### config.mk
export PLATFORM = sky130hd
export DESIGN_NAME = multu_hilo
export DESIGN_NICKNAME = d
export VERILOG_FILES = /design/src/rtl/multu_hilo_pkg.sv /design/src/rtl/multu_hilo_shift_add_step.sv /design/src/rtl/multu_hilo.sv
export SDC_FILE = /design/constraint.sdc
export NUM_CORES = 1
export LEC_CHECK = 0
export ABC_AREA = 1
export BUFFER_PORTS_ARGS = -buffer_cell sky130_fd_sc_hd__clkbuf_2
export CORE_MARGIN = 10
export CORE_UTILIZATION = 58
export DETAILED_ROUTE_END_ITERATION = 12
export PLACE_DENSITY = 0.8
export SLEW_MARGIN = 20
export SYNTH_ARGS = -nofsm -noshare
export SYNTH_HDL_FRONTEND = slang
export SYNTH_SLANG_ARGS = --single-unit
### constraint.sdc
create_clock -name clk -period 3.3 [get_ports clk]
set_clock_uncertainty 0.2 [all_clocks]
set_input_delay 0.66 -clock clk [delete_from_list [all_inputs] [get_ports clk]]
set_output_delay 0.66 -clock clk [all_outputs]
set_load 0.005 [all_outputs]
### src/rtl/multu_hilo_pkg.sv
// Shared CPU definitions: R-type funct codes (common to the EX result select
// and the HI/LO unit) and the multiplier FSM state encoding.
package multu_hilo_pkg;

  localparam logic [5:0] F_AND   = 6'b100100;
  localparam logic [5:0] F_OR    = 6'b100101;
  localparam logic [5:0] F_ADD   = 6'b100000;
  localparam logic [5:0] F_SUB   = 6'b100010;
  localparam logic [5:0] F_SLT   = 6'b101010;
  localparam logic [5:0] F_SRL   = 6'b000010;
  localparam logic [5:0] F_MULTU = 6'b011001;
  localparam logic [5:0] F_MFHI  = 6'b010000;
  localparam logic [5:0] F_MFLO  = 6'b010010;
  localparam logic [5:0] F_MTHI  = 6'b010001;
  localparam logic [5:0] F_MTLO  = 6'b010011;

  typedef enum logic {
    ST_IDLE = 1'b0,
    ST_RUN  = 1'b1
  } state_t;

endpackage

### src/rtl/multu_hilo_shift_add_step.sv
// One radix-2 shift-add iteration: conditionally add the multiplicand into the
// accumulator, then shift {carry,sum,mplr} right by one. The carry out of the
// add lands in the accumulator MSB, so no product bit is ever lost.
module shift_add_step #(
  parameter int WIDTH = 32
) (
  input  logic [WIDTH-1:0] acc,
  input  logic [WIDTH-1:0] mcand,
  input  logic [WIDTH-1:0] mplr,
  output logic [WIDTH-1:0] acc_nxt,
  output logic [WIDTH-1:0] mplr_nxt
);

  logic [WIDTH:0] sum;

  // add-then-shift datapath for a single multiplier bit
  always_comb begin
    sum = {1'b0, acc} + (mplr[0] ? {1'b0, mcand} : '0);
    {acc_nxt, mplr_nxt} = {sum, mplr[WIDTH-1:1]};
  end

endmodule

### src/rtl/multu_hilo.sv
// Multi-cycle unsigned multiplier with HI/LO register pair (EX stage).
// Optional MTHI/MTLO writes are enabled by defining HILO_MTHI_MTLO_EN.
module multu_hilo
  import multu_hilo_pkg::*;
#(
  parameter int WIDTH = 32
) (
  input  logic             clk,
  input  logic             rst,
  input  logic             start,
  input  logic [5:0]       funct,
  input  logic [WIDTH-1:0] op_a,
  input  logic [WIDTH-1:0] op_b,
  output logic             busy,
  output logic             done,
  output logic [WIDTH-1:0] hi_out,
  output logic [WIDTH-1:0] lo_out
);

  localparam int CW = (WIDTH > 1) ? $clog2(WIDTH) : 1;

  state_t           state, state_nxt;
  logic [CW-1:0]    count;
  logic [WIDTH-1:0] acc, mcand, mplr, hi, lo;
  logic [WIDTH-1:0] acc_nxt, mplr_nxt;
  logic             accept, last;

  assign accept = (state == ST_IDLE) && start && (funct == F_MULTU);
  assign last   = (state == ST_RUN) && (count == CW'(WIDTH - 1));

  // busy comes straight off the state flop; HI/LO are plain register outputs
  assign busy   = (state == ST_RUN);
  assign hi_out = hi;
  assign lo_out = lo;

  shift_add_step #(.WIDTH(WIDTH)) u_step (
    .acc      (acc),
    .mcand    (mcand),
    .mplr     (mplr),
    .acc_nxt  (acc_nxt),
    .mplr_nxt (mplr_nxt)
  );

  // state register
  always_ff @(posedge clk) begin
    if (rst) state <= ST_IDLE;
    else     state <= state_nxt;
  end

  // next-state: accept a MULTU in IDLE, return after the WIDTH-th iteration
  always_comb begin
    state_nxt = state;
    case (state)
      ST_IDLE: if (accept) state_nxt = ST_RUN;
      ST_RUN:  if (last)   state_nxt = ST_IDLE;
      default: state_nxt = ST_IDLE;
    endcase
  end

  // datapath, iteration counter, HI/LO and the done pulse
  always_ff @(posedge clk) begin
    if (rst) begin
      acc   <= '0;
      mcand <= '0;
      mplr  <= '0;
      count <= '0;
      hi    <= '0;
      lo    <= '0;
      done  <= 1'b0;
    end else begin
      done <= 1'b0;
      if (state == ST_IDLE) begin
        if (accept) begin
          acc   <= '0;
          mcand <= op_a;
          mplr  <= op_b;
          count <= '0;
        end
`ifdef HILO_MTHI_MTLO_EN
        else if (start && funct == F_MTHI) hi <= op_a;
        else if (start && funct == F_MTLO) lo <= op_a;
`endif
      end else begin
        acc  <= acc_nxt;
        mplr <= mplr_nxt;
        if (last) begin
          // counter parks at zero so it never wraps
          count <= '0;
          hi    <= acc_nxt;
          lo    <= mplr_nxt;
          done  <= 1'b1;
        end else begin
          count <= count + CW'(1);
        end
      end
    end
  end

endmodule

==> flow_metrics.py, run 1 <==
metrics = {
    "outcome": {
        "status": "completed",
    },
    "floorplan": {
        "die_height_um": 145,
        "core-area_um2": 15200,
        "die_area_um2": 20900,
        "io_pins": 139,
        "floorplan.initialDensity_pct": 59.3,
        "rows": 45,
        "die_w_um": 145,
    },
    "power": {
        "p_comb_share_pct": 3.2,
        "intPower_mw": 3.38,
        "pwr-share-clk_pct": 49.7,
        "p_sw_mw": 0.929,
        "share_seq_of_total_power_pct": 47.1,
        "swShare_pct": 21.6,
        "powerDensity_nw_per_um2": 415,
        "max-vdd-ir-drop_uv": 360,
        "leakagePower_nw": 5.53,
    },
    "finish": {
        "synthToLayoutAreaGrowth_pct": 15.3,
        "nets": 1620,
        "seq_area_um2": 3340,
        "multiInputGateArea_um2": 4500,
        "finalNonFillerCells": 1713,
        "drive_gt1_share_pct": 14.2,
        "n_fill_cell": 1394,
    },
    "cts": {
        "clk_path_buf_depth": 2,
        "cts_buffers": 17,
        "cts_hold_buf": 0,
        "insertion_delay_ns": 0.42,
        "cts_tree": "done",
        "cts_setup_buffers": 0,
        "cts_root_buffer": "clkbuf_16",
        "htree_levels": 4,
        "clk_pin_slew_worst_paths_ns": 0.07,
        "cts_resized": 0,
        "clock_sinks": 167,
    },
    "logic_synthesis": {
        "synth_edf_count": 0,
        "synth_area_leader_cell": "dfxtp_1",
        "netlist_instances": 1404,
        "ys_ff_latch": 167,
        "synth_flop_cell": "dfxtp_1",
        "synth_area_um2": 9010,
        "syn_nets": 1512,
        "ys_top_cells_by_area": "dfxtp_1 (37%), nand2_1 (16%), inv_1 (9.5%)",
        "synth.distinct_cells": 40,
        "synth.top_cell.area_share_pct": 37.1,
        "yosysSeqAreaShare_pct": 37.1,
        "synth.avg_cell_area_um2": 6.42,
        "synth_warnings": 0,
        "synthArstFlopShare_pct": 0,
    },
    "job": {
        "maxCapViolCount": 0,
    },
    "route": {
        "drc": 0,
        "wl_per_cell_um": 14.3,
        "dr.pass1.iters": 6,
        "drt_iter0_drc": 606,
        "antenna_left": 0,
        "dr_total_vias": 8752,
        "vias_per_cell": 5.11,
        "drt-total-wl_mm": 24.5,
    },
    "hold_path": {
        "holdCritPathClass": "flop to flop",
        "worstHoldStart": "acc[20]",
    },
    "global_routing": {
        "grtUsageTotal_pct": 23.8,
        "grt_util_met1_pct": 30.6,
        "grt_pass1_wl_mm": 40.1,
        "grt-ovfl-total": 0,
        "met3_usage_pct": 7.37,
        "grt_pass1_vias": 8385,
        "busiest_layer": "met2",
        "antenna_found_initial": 1,
        "grt_use_met2_pct": 37.1,
        "grt_max_degree": 66,
    },
    "placed_design": {
        "dp.cells": 1681,
        "dpl.hpwl_mm": 18.1,
        "port_buffers": 138,
        "gp_congestion": 0.958,
    },
    "critical_path": {
        "crit_path_start": "mplr[0]",
        "endpoint_kind": "flop",
        "critPathKind": "flop to flop",
        "cp_max_fo": 20,
        "cp.required_ns": 3.43,
        "startpoint_type": "flop",
        "crit_arrival_ns": 2.99,
        "reg2reg_from": "mplr[0]",
    },
    "sta": {
        "fmax_mhz": 349,
        "drv_slew": 0,
        "hold_viol": 0,
        "final-setup-viol-count": 0,
        "rsz0062_at_grt": "false",
        "max_slew_margin_pct": 51.1,
        "min_period_ns": 2.86,
        "tns_ns": 0,
        "worstMarginPinSlew_ns": 0.732,
        "timing.final.crit_share_pct": 86.7,
    },
}
## metrics by stage
stage                     power (mW)  instance area [um^2]  hold slack, ns  util [%]  setup WS (ns)
final                           4.31                 10400           0.270      68.3          0.438
after global routing            4.44                 10400           0.280      68.3          0.142
after CTS                       4.34                 10400           0.273      68.3          0.444
after detailed placement        2.21                  9750           0.262      64.1          0.440
after global placement          2.21                  9750           0.253      64.1          0.471
after floorplan                 2.15                  9010           0.239         -          0.742
## power groups by stage
stage / combinational, mW / sequential [mW] / clock (mW)
6_report: 0.138 / 2.03 / 2.14
5_1_grt: 0.157 / 2.03 / 2.26
4_1_cts: 0.139 / 2.03 / 2.17
3_5_place_dp: 0.138 / 2.07 / 0
3_3_place_gp: 0.135 / 2.07 / 0
2_1_floorplan: 0.0777 / 2.07 / 0
## synth_stat cells (all sizes together) (2+ instances only)
| master | number |
|---|---|
| ha | 34 |
| nor3 | 11 |
| a21oi | 85 |
| xor2 | 14 |
| nand3 | 74 |
| nand3b | 3 |
| nand2 | 391 |
| or2 | 3 |
| o21ai | 149 |
| buf | 29 |
| dfxtp | 167 |
| inv | 232 |
| a21o | 5 |
| clkbuf | 33 |
| nor2 | 165 |
| o21bai | 2 |
## path summary, 6_finish.rpt
path | to | slack (ns) | cells after the start
max | hi_out[24] | 0.44 | 16
max reg2reg | hi_out[24] | 0.44 | 16
min reg2reg | acc[20] | 0.27 | 2
min | acc[20] | 0.27 | 2
## kinds of logic (layout without fill, tap and decap cells)
logic type	Yosys count	count (layout)	share of synthesized area, %
xor gates and xnor gates	14	14	1.44
adders and majority gates	35	35	4.94
and+or+nand+nor	650	650	29.6
AOI/OAI and AO/OA	244	244	13.9
other	0	1	0
buffers and inverters	294	414	13.0
DFF	167	167	37.1
## sequential cells by signal, summed over array words and instances, names as in the netlist
| signal | cells |
|---|---|
| count | 5 |
| mplr | 32 |
| mcand | 32 |
| lo_out | 32 |
| hi_out | 32 |
| done | 1 |
| acc | 32 |
| busy | 1 |
## per-layer routing
layer	wire length, um	vias to the layer above	share of wire (%)
met1	11000	3903	45
met2	10900	250	44
met3	2010	46	8.2
met4	591	0	2.4
li1	-	4553	-
met5	0	-	0
## critical path, cell delays in order (launching register included)
cell and delay [ns]:
dfxtp_1 0.59, buf_4 0.34, nand2_1 0.13, inv_1 0.09
ha_1 0.28, nand2_1 0.15, inv_1 0.05, nand2_1 0.06
nand2_1 0.06, inv_1 0.08, nand2_1 0.06, a21oi_1 0.28
nand3_1 0.15, nand2_1 0.09, nand2_1 0.05, nand2_1 0.07
inv_1 0.03
## final cells by class
class	count	share of cell area, %
multi-input combinational	943	43.3
sequential	167	32.2
inverter	232	8.41
timing repair buffer	151	7.71
clock buffer	19	4.26
tap	188	2.26
clock inverter	12	1.83
antenna	1	0.0241
## placed cells by master (no fill, tap or decap), types with 2 or more instances in the layout
cell and instances:
nand2_1 375, inv_1 227, dfxtp_1 167, nor2_1 161
o21ai_0 148, clkbuf_2 138, a21oi_1 82, nand3_1 72
ha_1 34, clkbuf_16 17, nand2_2 14, xor2_1 13
buf_4 12, nor3_1 8, a21o_1 5, inv_2 4
bufinv_16 4, a21oi_2 3, nor2_2 3, nand3b_1 3
inv_6 3, nand2_4 2, nor3_2 2, nand3_2 2
o21bai_1 2, clkinv_4 2, clkinvlp_4 2
(Power assumes the default switching activity.)
==> run 2, diff against run 1 <==
Settings changed: ABC_AREA 1 to unset, CORE_UTILIZATION 58 to 57.
==> flow_metrics.py, run 2 <==
metrics = {
    "hold_path": {
        "worstHoldStart": "op_a[20]",
        "holdCritPathClass": "input pin to flop",
        "whs_path_depth": 3,
        "hold_end": "mcand[20]",
    },
    "placed_design": {
        "port_buffers": 138,
        "dp.cells": 1325,
        "gp_congestion": 0.941,
        "dpl.hpwl_mm": 16.2,
    },
    "sta": {
        "min_period_ns": 3.11,
        "final-setup-viol-count": 0,
        "fmax_mhz": 321,
        "tns_ns": 0,
        "timing.final.crit_share_pct": 94.3,
        "rsz0062_at_grt": "false",
        "worstMarginPinSlew_ns": 0.682,
        "hold_viol": 0,
        "max_slew_margin_pct": 54.4,
        "drv_slew": 0,
    },
    "finish": {
        "diodes": 0,
        "synthToLayoutAreaGrowth_pct": 16.7,
        "final_common_cell": "nand2_1",
        "drive_gt1_share_pct": 18.6,
        "nets": 1268,
        "finalNonFillerCells": 1357,
        "layout_common_cells": "nand2_1 (208), dfxtp_1 (165), a21oi_1 (161)",
        "final_util_pct": 67.3,
    },
    "route": {
        "dr_total_vias": 7643,
        "drt_iter0_drc": 667,
        "drc": 0,
        "antenna_left": 0,
        "vias_per_cell": 5.63,
        "dr.pass1.iters": 6,
        "drt-total-wl_mm": 22.7,
        "wl_per_cell_um": 16.7,
    },
    "logic_synthesis": {
        "synth.most_common_cell": "nand2_1",
        "synth_mux_area_share_pct": 3.85,
        "yosysSeqAreaShare_pct": 40.2,
        "synth_top_family_by_area": "simple AND/OR/NAND/NOR gates",
        "synth_common_cells": "nand2_1 (209), dfxtp_1 (167), a21oi_1 (161)",
        "synth-compound-area-share_pct": 20.0,
        "ys_top_cells_by_area": "dfxtp_1 (40%), a21oi_1 (9.7%), nand2_1 (9.4%)",
        "synth_edf_count": 0,
        "synth_simple_gate_area_share_pct": 23.6,
        "synth_warnings": 0,
        "synth.top_cell.area_share_pct": 40.2,
        "synth_area_leader_cell": "dfxtp_1",
        "synth.distinct_cells": 71,
        "synth_flop_cell": "dfxtp_1",
        "syn_nets": 1162,
        "synthArstFlopShare_pct": 0,
        "synth-xor-area-share_pct": 2.63,
        "synth_area_um2": 8330,
        "netlist_instances": 1054,
        "synth.avg_cell_area_um2": 7.90,
        "ys_ff_latch": 167,
        "synth_adder_area_share_pct": 5.35,
    },
    "power": {
        "p_sw_mw": 0.881,
        "intPower_mw": 3.19,
        "leakagePower_nw": 4.04,
        "max-vdd-ir-drop_uv": 553,
        "pwr-share-clk_pct": 47.8,
        "p_comb_share_pct": 2.5,
        "swShare_pct": 21.6,
        "share_seq_of_total_power_pct": 49.7,
        "powerDensity_nw_per_um2": 419,
    },
    "cts": {
        "clk_pin_slew_worst_paths_ns": 0.07,
        "clk_path_buf_depth": 2,
        "cts_setup_buffers": 0,
        "htree_levels": 4,
        "cts_buffers": 17,
        "clock_sinks": 167,
        "cts_hold_buf": 0,
        "cts_tree": "done",
        "insertion_delay_ns": 0.43,
        "cts_root_buffer": "clkbuf_16",
    },
    "floorplan": {
        "die_w_um": 141,
        "die_height_um": 141,
        "rows": 44,
        "floorplan.initialDensity_pct": 57.7,
        "die_area_um2": 19800,
        "core-area_um2": 14400,
        "io_pins": 139,
    },
    "global_routing": {
        "antenna_found_initial": 0,
        "grtUsageTotal_pct": 22.2,
        "grt_max_degree": 68,
        "grt_pass1_vias": 7473,
        "grt-ovfl-total": 0,
        "grt_pass1_wl_mm": 36.6,
    },
    "critical_path": {
        "cp_top_family": "compound AO/OA/AOI/OAI gates",
        "reg2reg_depth": 11,
        "critPathKind": "flop to flop",
        "cpMaxStageDelayCell": "o31ai_1",
        "crit_arrival_ns": 3.19,
        "worst-path-buf-inv": 1,
        "r2r_slack_ns": 0.19,
        "reg2reg_from": "mplr[0]",
        "startpoint_type": "flop",
        "crit_top_cell": "a21oi_1",
        "crit_chain": "and2_1 > ha_1 > inv_1 > fa_1 > nand2b_1 > a21o_1 > a21oi_1 > o31ai_1 > a21oi_1 > a221oi_1 > o21ai_0",
        "cp_max_fo": 13,
        "endpoint_kind": "flop",
        "worst_path_largest_cell_delay_ns": 0.56,
        "rr_endpoint": "acc[31]",
        "cp.required_ns": 3.38,
    },
    "outcome": {
        "status": "completed",
    },
    "job": {
        "maxCapViolCount": 0,
    },
}
## run 2: cell types whose count changed after synthesis, moves of 9 or more
cell      delta
and2_1      +34
nand4_1     +11
nor2_1      -60
a21oi_1     +79
xnor2_1     +12
mux2i_1     +32
nand2_2     -14
nand3_1     -57
nand2_1    -166
o21ai_0    -114
clkbuf_1    +11
nor3b_1     +12
inv_1      -215
a21o_1       +9
## run 2: kinds of logic (layout without fill, tap and decap cells)
logic type                 count (synthesis)  after routing
buffers and inverters                     86            205
xor gates and xnor gates                  25             25
AOI/OAI and AO/OA                        281            281
DFF                                      167            167
and+or+nand+nor                          428            428
muxes                                     32             32
adders and majority gates                 35             35
## run 2: power groups by stage
stage | registers, mW | logic [mW] | clock network (mW)
4_1_cts | 2.02 | 0.102 | 1.96
5_1_grt | 2.02 | 0.112 | 2.05
3_5_place_dp | 2.07 | 0.101 | 0
3_3_place_gp | 2.07 | 0.101 | 0
6_report | 2.02 | 0.102 | 1.95
2_1_floorplan | 2.07 | 0.0448 | 0
## run 2: per-stage QoR
step | worst slack [ns] | power [mW] | hold slack (ns) | area [um^2]
after floorplan | 0.531 | 2.11 | 0.232 | 8330
after detailed placement | 0.0748 | 2.17 | 0.247 | 9140
after CTS | 0.0290 | 4.09 | 0.233 | 9710
final | 0.189 | 4.07 | 0.244 | 9710
after global placement | 0.111 | 2.17 | 0.240 | 9140
after global routing | 0.00489 | 4.18 | 0.248 | 9710
## run 2: worst min-delay path, stage by stage
cell,delay [ns]
clkbuf_2,0.08
nand2_1,0.04
a21oi_1,0.05
## run 2: routing by layer
metal  GRT usage, %  part of all wire (%)  vias to the layer above
met5              0                     0                        -
met4           6.30                   1.4                        0
met3           6.65                   6.2                       22
met2           36.7                    48                      215
met1           27.2                    45                     3557
li1               -                     -                     3849
## run 2: worst max path at each step
stage | slack (ns) | cells after the start | to | from
2_1_floorplan | 0.53 | 10 | acc[29] | mplr[0]
6_report | 0.19 | 11 | acc[31] | mplr[0]
3_3_place_gp | 0.11 | 10 | hi_out[24] | mplr[0]
3_5_place_dp | 0.07 | 10 | hi_out[24] | mplr[0]
5_1_grt | 0.005 | 10 | hi_out[24] | mplr[0]
4_1_cts | 0.03 | 10 | hi_out[24] | mplr[0]
## run 2: repair_timing
action                                  CTS  global route
hold endpoints to repair                  0             0
endpoints found under the setup margin    0            18
resized for setup                         0             2
## run 2: layout make-up
cell class                      instances  area, um^2
Tap cell                              184         230
Clock buffer                           23         489
Timing Repair Buffer                  160         883
Inverter                               13        48.8
Clock inverter                          9        88.8
Fill cell                            1236        4710
Multi-Input combinational cell        801        4630
Sequential cell                       167        3350
